`src/rtl/mem_arbiter.sv`:
```
// Round-robin arbiter sharing a 1024x8 single-port memory among NREQ requesters,
// with an optional post-reset zero-fill pass before requests are served.
module mem_arbiter #(
  parameter int unsigned NREQ    = 2,
  parameter int unsigned INIT_EN = 1
) (
  input  logic               clk,
  input  logic               rst_n,
  input  logic [NREQ-1:0]    req_valid,
  output logic [NREQ-1:0]    req_ready,
  input  logic [NREQ-1:0]    req_wen,
  input  logic [NREQ*10-1:0] req_addr,
  input  logic [NREQ*8-1:0]  req_wdata,
  output logic [NREQ-1:0]    rsp_valid,
  output logic [7:0]         rsp_rdata,
  output logic               init_done,
  output logic               mem_wen,
  output logic [9:0]         mem_addr,
  output logic [7:0]         mem_wdata,
  input  logic [7:0]         mem_rdata
);

  localparam int unsigned PW = (NREQ > 1) ? $clog2(NREQ) : 1;

  typedef enum logic {ST_INIT, ST_RUN} state_e;

  state_e          state_q, state_d;
  logic [9:0]      cnt_q, cnt_d;
  logic [PW-1:0]   ptr_q, ptr_d;
  logic            init_done_q, init_done_d;
  logic            mem_wen_q, mem_wen_d;
  logic [9:0]      mem_addr_q, mem_addr_d;
  logic [7:0]      mem_wdata_q, mem_wdata_d;
  logic            cmd_rd_q, cmd_rd_d;
  logic [PW-1:0]   cmd_id_q, cmd_id_d;
  logic [NREQ-1:0] rsp_valid_q, rsp_valid_d;
  logic [7:0]      rsp_rdata_q, rsp_rdata_d;

  logic            grant_valid;
  logic [PW-1:0]   grant_id;
  logic [PW-1:0]   cand;
  logic            init_last;
  logic            sel_wen;
  logic [9:0]      sel_addr;
  logic [7:0]      sel_wdata;

  // The mem_* registers double as the init write port and the cmd stage, so the
  // last zero-fill write is the one currently presented at address 1023.
  assign init_last = (state_q == ST_INIT) && mem_wen_q && (mem_addr_q == 10'h3FF);

  always_comb begin
    grant_valid = 1'b0;
    grant_id    = '0;
    cand        = '0;
    for (int unsigned k = 1; k <= NREQ; k++) begin
      cand = PW'((32'(ptr_q) + k) % NREQ);
      if (!grant_valid && req_valid[cand]) begin
        grant_valid = 1'b1;
        grant_id    = cand;
      end
    end
  end

  always_comb begin
    sel_wen   = 1'b0;
    sel_addr  = '0;
    sel_wdata = '0;
    for (int unsigned i = 0; i < NREQ; i++) begin
      if (grant_id == PW'(i)) begin
        sel_wen   = req_wen[i];
        sel_addr  = req_addr[10*i +: 10];
        sel_wdata = req_wdata[8*i +: 8];
      end
    end
  end

  always_ff @(posedge clk or negedge rst_n) begin
    if (!rst_n) state_q <= ST_INIT;
    else        state_q <= state_d;
  end

  always_comb begin
    state_d = state_q;
    case (state_q)
      ST_INIT: if (INIT_EN == 0 || init_last) state_d = ST_RUN;
      ST_RUN:  state_d = ST_RUN;
      default: state_d = ST_INIT;
    endcase
  end

  always_comb begin
    req_ready = '0;
    if (state_q == ST_RUN && grant_valid) req_ready[grant_id] = 1'b1;
  end

  always_comb begin
    cnt_d       = cnt_q;
    ptr_d       = ptr_q;
    init_done_d = init_done_q || (state_d == ST_RUN);
    mem_wen_d   = 1'b0;
    mem_addr_d  = mem_addr_q;
    mem_wdata_d = mem_wdata_q;
    cmd_rd_d    = 1'b0;
    cmd_id_d    = cmd_id_q;
    rsp_valid_d = '0;
    rsp_rdata_d = rsp_rdata_q;
    if (cmd_rd_q) begin
      rsp_valid_d[cmd_id_q] = 1'b1;
      rsp_rdata_d           = mem_rdata;
    end
    if (state_q == ST_INIT && INIT_EN != 0 && !init_last) begin
      mem_wen_d   = 1'b1;
      mem_addr_d  = cnt_q;
      mem_wdata_d = '0;
      if (cnt_q != 10'h3FF) cnt_d = cnt_q + 10'd1;
    end else if (state_q == ST_RUN && grant_valid) begin
      mem_wen_d   = sel_wen;
      mem_addr_d  = sel_addr;
      mem_wdata_d = sel_wdata;
      cmd_rd_d    = !sel_wen;
      cmd_id_d    = grant_id;
      ptr_d       = grant_id;
    end
  end

  always_ff @(posedge clk or negedge rst_n) begin
    if (!rst_n) begin
      cnt_q       <= '0;
      ptr_q       <= PW'(NREQ - 1);
      init_done_q <= 1'b0;
      mem_wen_q   <= 1'b0;
      mem_addr_q  <= '0;
      mem_wdata_q <= '0;
      cmd_rd_q    <= 1'b0;
      cmd_id_q    <= '0;
      rsp_valid_q <= '0;
      rsp_rdata_q <= '0;
    end else begin
      cnt_q       <= cnt_d;
      ptr_q       <= ptr_d;
      init_done_q <= init_done_d;
      mem_wen_q   <= mem_wen_d;
      mem_addr_q  <= mem_addr_d;
      mem_wdata_q <= mem_wdata_d;
      cmd_rd_q    <= cmd_rd_d;
      cmd_id_q    <= cmd_id_d;
      rsp_valid_q <= rsp_valid_d;
      rsp_rdata_q <= rsp_rdata_d;
    end
  end

  assign rsp_valid = rsp_valid_q;
  assign rsp_rdata = rsp_rdata_q;
  assign init_done = init_done_q;
  assign mem_wen   = mem_wen_q;
  assign mem_addr  = mem_addr_q;
  assign mem_wdata = mem_wdata_q;

endmodule

```
`config.mk`:
```
export PLATFORM = sky130hd
export DESIGN_NAME = mem_arbiter
export DESIGN_NICKNAME = d
export VERILOG_FILES = /design/src/rtl/mem_arbiter.sv
export SDC_FILE = /design/constraint.sdc
export NUM_CORES = 1
export LEC_CHECK = 0
export CAP_MARGIN = 40
export CORE_MARGIN = 4
export CORE_UTILIZATION = 46
export DETAILED_ROUTE_END_ITERATION = 6
export GPL_TIMING_DRIVEN = 0
export PLACE_DENSITY = 0.86
export SLEW_MARGIN = 20
export SYNTH_ARGS = -nofsm -noshare
export SYNTH_HDL_FRONTEND = slang
export SYNTH_SLANG_ARGS = --single-unit
```
`constraint.sdc`:
```
create_clock -name clk -period 4.7 [get_ports clk]
set_input_delay 0.47 -clock clk [delete_from_list [all_inputs] [get_ports clk]]
set_output_delay 0.47 -clock clk [all_outputs]
set_load 0.005 [all_outputs]
```
==> impl_metrics.yaml, run 1 <==
outcome:
  outcome: "completed"
place:
  hpwl_mm: 3.84
  placed_area_um2: 2910
  gp_congestion: 0.828
  portBuffers: 81
synth:
  synth-adder-area-share_pct: 0.620
  synth-seq-cells: 44
  yosysWarnings: 0
  synth_xor_area_share_pct: 2.61
  synth_compound_area_share_pct: 13.4
  async_flop_share_pct: 100
  synthDistinctLibCells: 36
  synth_area_um2: 2020
  ys_seq_area_share_pct: 54.7
  synth_area_per_cell_um2: 11.3
  synth_top_family_by_area: "simple AND/OR/NAND/NOR gates"
  synth-edff-count: 0
  yosys.area_share.simple_pct: 14.0
  syn_nets: 230
  muxShareOfSynthArea_pct: 10.8
  synthCells: 179
  synthFlopType: "dfrtp_1"
worst_setup_path:
  cp.arrival_ns: 2.25
  end_kind: "primary output"
  r2r_end: "cnt_q[3]$_DFFE_PN0P_"
  ff2ff_path_depth: 5
  worst-r2r-setup-slack_ns: 3.03
  rr_startpoint: "cnt_q[0]$_DFFE_PN0P_"
  setup.worst_path.class: "in -> out"
  critPathLaunchType: "primary input"
  crit_fanout: 10
  worst-endpoint-required_ns: 4.23
global_routing:
  track_usage_pct: 20.5
  grt_pass1_wl_mm: 8.51
  grt_pass1_vias: 1732
  grt_max_degree: 30
  antenna_found_initial: 0
  gr-total-overflow: 0
clock_network:
  insertion_delay_ns: 0.30
  cts_tree: "yes"
  ctsResizeCount: 0
  holdBufCountCts: 0
  cts.htree.levels: 2
  cts_buffers: 5
  clock_path_buffers: 2
  post_cts_buffers: 0
  cts.sinks: 44
  cts-root-buf: "clkbuf_8"
  clkTransAtPathRegs_ns: 0.08
timing:
  max_slew_margin_pct: 65.6
  fin_crit_sh_pct: 57.9
  hold_viol_final: 0
  drv_slew: 0
  fin_crit_ns: 2.72
  fin_setup_tns_ns: 0
  fmax_ghz: 0.368
  worst_pin_slew_ns: 0.516
  setup_viol: 0
  finClkSkew_ns: 0.00291
  rsz0062_at_grt: "false"
pwr:
  ir_worst_vdd_mv: 0.133
  p_leak_nw: 1.32
  p_per_area_nw_per_um2: 231
floorplan:
  dieArea_um2: 5510
  pin_count: 82
  rows: 23
  fp.dieW_um: 74.2
  start_util_pct: 49.0
  die_y_um: 74.2
  core_um2: 4120
routing:
  antenna_left: 0
  first_pass_iters: 4
  routed_wl_mm: 5.25
  avgRoutedWirePerCell_um: 16.5
  num_vias: 1727
  vias_per_cell: 5.41
  drtIter0Drc: 163
  drc: 0
finish:
  nFillCells: 301
  n_antenna_cell: 0
  multiInputGateArea_um2: 836
  area_delta_synth_final_pct: 48.6
  regArea_um2: 1100
  nNetsFinal: 319
  finalInstanceArea_um2: 3000
  drive_above_1_share_pct: 11.2
worst_hold_path:
  hold_path_class: "in -> async"
run:
  drv_cap: 0
==> kinds of logic after synthesis <==
| kind of cell | Yosys count |
|---|---|
| compound gates | 38 |
| xor+xnor | 6 |
| fa+ha+maj | 1 |
| buf+inv | 13 |
| flops | 44 |
| mux | 20 |
| simple gates | 57 |
==> how the worst max path moves through the flow <==
stage	startpoint	to	slack [ns]	depth (start not counted)
2_1_floorplan	cnt_q[0]$_DFFE_PN0P_	cnt_q[3]$_DFFE_PN0P_	3.16	5
3_3_place_gp	req_valid[1]	req_ready[0]	1.97	5
3_5_place_dp	req_valid[1]	req_ready[0]	1.97	5
4_1_cts	req_valid[1]	req_ready[0]	1.95	5
5_1_grt	req_valid[1]	req_ready[0]	1.82	5
6_report	req_valid[1]	req_ready[0]	1.98	5
==> critical path, stage by stage <==
cell and delay [ns]:
clkdlybuf4s50_1 0.50, a21boi_0 0.27, clkbuf_1 0.43, nor2_1 0.11
clkdlybuf4s50_1 0.47
==> Yosys cell counts, types with 2 or more instances <==
library cell	number	share of area (%)
dfrtp_1	43	53
nand2_1	29	5.4
a21oi_1	11	2.7
a221o_1	10	5.0
mux2_2	10	5.6
mux2i_1	9	4.5
o22ai_1	8	2.5
clkbuf_1	7	1.3
nand4_1	6	1.9
and3_1	4	1.2
nand3_1	4	0.99
xnor2_1	4	1.7
nand2b_1	3	0.93
nor2_1	3	0.56
a21boi_0	2	0.74
a21o_1	2	0.74
and2_1	2	0.62
buf_6	2	1.1
nor2b_1	2	0.62
xor2_1	2	0.87
==> metrics by stage <==
step | hold slack, ns | utilization (%) | setup slack [ns] | instances | power (mW)
2_1_floorplan | 0.174 | - | 3.16 | 179 | 0.404
3_3_place_gp | 0.431 | 70.2 | 1.97 | 310 | 0.455
3_5_place_dp | 0.410 | 70.6 | 1.97 | 311 | 0.458
4_1_cts | 0.0821 | 72.8 | 1.95 | 319 | 0.703
5_1_grt | 0.0946 | 72.8 | 1.82 | 319 | 0.724
6_report | 0.0802 | 72.8 | 1.98 | 319 | 0.694
==> layer usage <==
layer  global-route usage (%)  share of wire, %  wire length [µm]  up-vias
li1                         -                 -                 -      824
met1                     26.4                45              2340      821
met2                     33.0                46              2390       76
met3                     6.76               8.4               439        6
met4                     6.92               1.6                83        0
met5                        0                 0                 0        -
==> cell usage in the layout (no fill, tap or decap), drive strengths merged, types with 5 or more instances in the layout <==
cell type      instances
nand4                  6
mux2                  11
clkbuf                13
clkdlybuf4s50         80
buf                    6
nand3                  5
mux2i                  9
nand2                 29
dfrtp                 43
a21oi                 11
o22ai                  8
a221o                 10
==> registers in the layout, summed over array words and instances, names as in the netlist <==
name,flops
cmd_id_q,1
cnt_q,10
init_done,1
mem_addr,10
rsp_rdata,8
ptr_q,1
state_q,1
cmd_rd_q,1
rsp_valid,2
mem_wdata,8
mem_wen,1
==> power breakdown <==
part | internal, mW | total, mW | leakage (nW) | switching, mW
Combinational | 0.0453 | 0.0697 | 0.687 | 0.0244
Sequential | 0.379 | 0.380 | 0.580 | 0.000689
Clock | 0.117 | 0.244 | 0.0510 | 0.127
==> cell type report <==
type,instances,area share (%)
sequential,44,36.8
multi-input combinational,122,27.9
timing repair buffer,82,27.5
clock buffer,6,2.75
buffer,11,2.30
tap,50,2.09
clock inverter,2,0.334
inverter,2,0.334
Note: power is estimated with default switching activity, not from simulation.
==> run 2: changes to the inputs <==
CORE_UTILIZATION = 39   (was 46)
PLACE_DENSITY = 0.77   (was 0.86)
clock period = 2.5 ns   (was 4.7 ns; I/O delays follow)
==> run 2 against run 1 <==
  * Flip-flop and latch count unchanged
  * Combinational power up 89%
  * Setup slack worse by 1.8 ns
  * Clock power up 76%
  * Highest routed layer unchanged
  * Register-to-register slack worse by 2.2 ns
  * Design area up 0.79%
  * First-iteration DRC count down 72%
  * Routed wire length down 1.9%
  * Largest power group unchanged
  * Critical path depth unchanged
  * Utilization down 11 points
==> impl_metrics.yaml, run 2 (same netlist as run 1, synthesis figures left out) <==
outcome:
  outcome: "completed"
worst_setup_path:
  worst-r2r-setup-slack_ns: 0.80
  crit_cells: 5
  end_kind: "primary output"
  setup.worst_path.class: "in -> out"
  crit_chain: "clkdlybuf4s50_1 > a21boi_0 > clkbuf_1 > nor2_1 > clkdlybuf4s50_1"
  r2r_end: "cnt_q[3]$_DFFE_PN0P_"
  cp.arrival_ns: 2.04
  rr_startpoint: "cnt_q[0]$_DFFE_PN0P_"
  slowest_stage: "clkdlybuf4s50_1"
  ff2ff_path_depth: 5
  crit_fanout: 10
  critPathTopFamily: "buffers and inverters"
  worst-endpoint-required_ns: 2.25
  worst-path-buf-inv: 3
  worst_path_largest_cell_delay_ns: 0.50
  crit_path_frequent_cell: "clkdlybuf4s50_1"
  critPathLaunchType: "primary input"
global_routing:
  track_usage_pct: 16.7
  antenna_found_initial: 0
  grt_pass1_vias: 1712
  grt_pass1_wl_mm: 8.25
  gr-total-overflow: 0
  grt_max_degree: 27
routing:
  antenna_left: 0
  drtIter0Drc: 45
  met2_length_mm: 2.41
  avgRoutedWirePerCell_um: 15.3
  wl_met1_mm: 2.34
  met3WireLength_um: 311
  first_pass_iters: 4
  top_layer: "met4"
  vias_per_cell: 5.12
  routed_wl_mm: 5.15
  num_vias: 1727
  drc: 0
clock_network:
  cts_buffers: 5
  cts-root-buf: "clkbuf_8"
  clock_path_buffers: 2
  cts_tree: "yes"
  insertion_delay_ns: 0.29
  ctsResizeCount: 0
  clkTransAtPathRegs_ns: 0.08
  cts.htree.levels: 2
  cts.sinks: 44
timing:
  fin_crit_ns: 2.29
  rsz0062_at_grt: "false"
  setup_ws_ns: 0.212
  hold_viol_final: 0
  finClkSkew_ns: 0.00392
  drv_slew: 0
  fin_crit_sh_pct: 91.5
  setup_viol: 0
  whs_ns: 0.426
  worst_pin_slew_ns: 0.519
  max_slew_margin_pct: 65.4
  fin_setup_tns_ns: 0
  fmax_ghz: 0.437
floorplan:
  fp.dieW_um: 79.9
  start_util_pct: 41.3
  core_um2: 4880
  rows: 25
  pin_count: 82
  die_y_um: 79.9
  dieArea_um2: 6390
finish:
  area_delta_synth_final_pct: 49.8
  n_antenna_cell: 0
  final_cells: 337
  nNetsFinal: 320
  final_cell_mix: "80 x clkdlybuf4s50_1, 43 x dfrtp_1, 29 x nand2_1, 11 x a21oi_1"
  drive_above_1_share_pct: 10.7
  mostFrequentLayoutCell: "clkdlybuf4s50_1"
pwr:
  ir_worst_vdd_mv: 0.194
  p_leak_nw: 1.31
  p_per_area_nw_per_um2: 422
place:
  dp.cells: 328
  gp_congestion: 0.898
  portBuffers: 81
  place_ws_ns: 0.167
  hpwl_mm: 3.87
run:
  drv_cap: 0
worst_hold_path:
  hold_path_class: "in -> async"
-- run 2: what timing repair did --
| action | in CTS | in global routing |
|---|---|---|
| buffers inserted | 0 | 0 |
| endpoints found under the hold margin | 18 | 0 |
| hold buffers | 1 | 0 |
-- run 2: how the worst max path moves through the flow --
stage	start	endpoint	slack, ns
6_report	req_valid[1]	req_ready[0]	0.21
3_5_place_dp	req_valid[1]	req_ready[0]	0.17
4_1_cts	req_valid[1]	req_ready[0]	0.19
3_3_place_gp	rst_n	mem_wdata[0]$_DFFE_PN0P_	0.04
2_1_floorplan	cnt_q[0]$_DFFE_PN0P_	cnt_q[3]$_DFFE_PN0P_	0.96
5_1_grt	req_valid[1]	req_ready[0]	0.03
-- run 2: metrics by stage --
stage | total power, mW | utilization (%) | instance area (µm²)
floorplan | 0.760 | - | 2020
global placement | 0.856 | 59.7 | 2910
global route | 1.33 | 61.9 | 3020
finish | 1.28 | 61.9 | 3020
detailed placement | 0.861 | 60.0 | 2930
CTS | 1.28 | 61.9 | 3020
-- run 2: where the power goes --
group	switching (mW)	internal [mW]	total (mW)
Combinational	0.0456	0.0860	0.132
Sequential	0.00119	0.713	0.714
Clock	0.234	0.195	0.429
Total	0.280	0.995	1.28
-- run 2: per-layer routing --
layer	GRT usage, %	up-vias
li1	-	826
met5	0	-
met3	4.29	10
met2	26.4	71
met1	22.2	820
met4	5.74	0
-- run 2: area by class of cell --
| class | instances | area [µm²] |
|---|---|---|
| fill | 433 | 1860 |
| sequential | 44 | 1100 |
| multi-input combinational | 122 | 836 |
| timing repair buffer | 83 | 836 |
| tap | 67 | 83.8 |
| clock buffer | 6 | 72.6 |
| buffer | 11 | 68.8 |
| clock inverter | 2 | 12.5 |
| inverter | 2 | 10.0 |
-- run 2: worst reg2reg max path: stages, from the launching register on --
cell     delay (ns)
dfrtp_1        0.43
ha_1           0.24
and3_1         0.25
nand3_2        0.16
or3b_1         0.38
xnor2_1        0.13
==> run 3: changes to the inputs <==
CORE_UTILIZATION = 40   (was 39)
CTS_BUF_LIST = sky130_fd_sc_hd__clkbuf_8   (was not set)
PLACE_DENSITY = 0.79   (was 0.77)
==> run 3 against run 2 <==
  * Routed wire length about the same
  * Clock power rose by 45%
  * Combinational power about the same
  * Critical endpoint unchanged
  * Power up 15%
  * Global-route usage is 0.76 points higher
  * Count of clock-buffer cells in the layout is 1 lower
  * Sequential share of layout area is 0.57 points lower
  * Non-clock buffer count stayed put
==> impl_metrics.yaml, run 3 (same netlist as run 1, synthesis figures left out) <==
floorplan:
  rows: 25
  core_um2: 4820
  start_util_pct: 41.9
  dieArea_um2: 6240
  die_y_um: 79.0
  pin_count: 82
  fp.dieW_um: 79.0
timing:
  finClkSkew_ns: 0.00673
  drv_slew: 0
  max_slew_margin_pct: 63.5
  rsz0062_at_grt: "false"
  fmax_ghz: 0.445
  hold_viol_final: 0
  fin_setup_tns_ns: 0
  fin_crit_ns: 2.25
  worst_pin_slew_ns: 0.547
  fin_crit_sh_pct: 90.0
  setup_viol: 0
worst_setup_path:
  ff2ff_path_depth: 5
  setup.worst_path.class: "in -> out"
  cp.arrival_ns: 2.00
  end_kind: "primary output"
  worst-endpoint-required_ns: 2.25
  crit_fanout: 10
  critPathLaunchType: "primary input"
global_routing:
  track_usage_pct: 17.5
  antenna_found_initial: 0
  grt_pass1_wl_mm: 8.42
  grt_pass1_vias: 1711
  grt_max_degree: 32
  gr-total-overflow: 0
finish:
  n_antenna_cell: 0
  nNetsFinal: 320
  final_cell_mix: "80 x clkdlybuf4s50_1, 43 x dfrtp_1, 29 x nand2_1, 11 x a21oi_1"
  drive_above_1_share_pct: 10.7
  regArea_um2: 1100
  nFillCells: 423
  area_delta_synth_final_pct: 52.2
  multiInputGateArea_um2: 836
  mostFrequentLayoutCell: "clkdlybuf4s50_1"
pwr:
  p_leak_nw: 1.34
  totalPowerFinal_mw: 1.47
  ir_worst_vdd_mv: 0.293
  p_per_area_nw_per_um2: 479
clock_network:
  cts_tree: "yes"
  cts_buffers: 5
  ctsResizeCount: 0
  cts.sinks: 44
  cts-root-buf: "clkbuf_8"
  insertion_delay_ns: 0.29
  clock_path_buffers: 2
  clkTransAtPathRegs_ns: 0.08
  post_cts_buffers: 0
  cts.htree.levels: 2
worst_hold_path:
  hold_path_class: "in -> async"
place:
  gp_congestion: 0.895
  portBuffers: 81
  hpwl_mm: 3.79
routing:
  vias_per_cell: 5.12
  routed_wl_mm: 5.16
  num_vias: 1724
  first_pass_iters: 4
  antenna_left: 0
  drtIter0Drc: 103
  drc: 0
  avgRoutedWirePerCell_um: 15.3
outcome:
  outcome: "completed"
run:
  drv_cap: 0
run 3: path summary, 6_finish.rpt:
check                                startpoint  slack [ns]                endpoint
setup / recovery                   req_valid[1]        0.25            req_ready[0]
hold / removal                            rst_n        0.40    cnt_q[6]$_DFFE_PN0P_
setup reg to reg           cnt_q[0]$_DFFE_PN0P_        0.78    cnt_q[3]$_DFFE_PN0P_
hold reg to reg            cmd_id_q$_DFFE_PN0P_        0.46  rsp_valid[0]$_DFF_PN0_
max in group asynchronous                 rst_n        1.56       ptr_q$_DFFE_PN1P_
min in group clk           cmd_id_q$_DFFE_PN0P_        0.46  rsp_valid[0]$_DFF_PN0_
run 3: layout make-up:
cell class	instances	area share (%)
flip-flops and latches	44	35.9
multi-input cells	122	27.2
repair buffers	83	27.2
well taps	67	2.73
clock buffers	5	2.24
plain buffers	11	2.24
clock inverters	3	2.08
inverters	2	0.326
run 3: critical path: stages:
cell	delay, ns
clkdlybuf4s50_1	0.49
a21boi_0	0.26
clkbuf_1	0.44
nor2_1	0.10
clkdlybuf4s50_1	0.47
run 3: through the flow:
step | area, µm² | worst slack (ns) | instances | util [%] | hold slack, ns
floorplan | 2020 | 0.960 | 179 | - | -0.0456
global placement | 2910 | 0.0583 | 327 | 60.4 | 0.440
detailed placement | 2930 | 0.251 | 328 | 60.8 | 0.171
CTS | 3070 | 0.236 | 337 | 63.7 | 0.392
global route | 3070 | 0.0877 | 337 | 63.7 | 0.417
finish | 3070 | 0.251 | 337 | 63.7 | 0.398
run 3: repair_timing:
item	4_1_cts	5_1_grt
hold buffers	1	0
endpoints found under the setup margin	0	0
hold endpoints to repair	13	0
run 3: power by group:
group          switching [mW]  leakage [nW]  internal, mW
registers             0.00120         0.580         0.713
logic                  0.0465         0.691        0.0861
clock network           0.229        0.0695         0.395
run 3: routing by layer:
layer / part of all wire [%] / up-vias / GRT usage [%]
li1: - / 830 / -
met1: 45 / 807 / 22.9
met2: 45 / 80 / 27.5
met3: 8.5 / 7 / 5.33
met4: 1.4 / 0 / 6.01
met5: 0 / - / 0
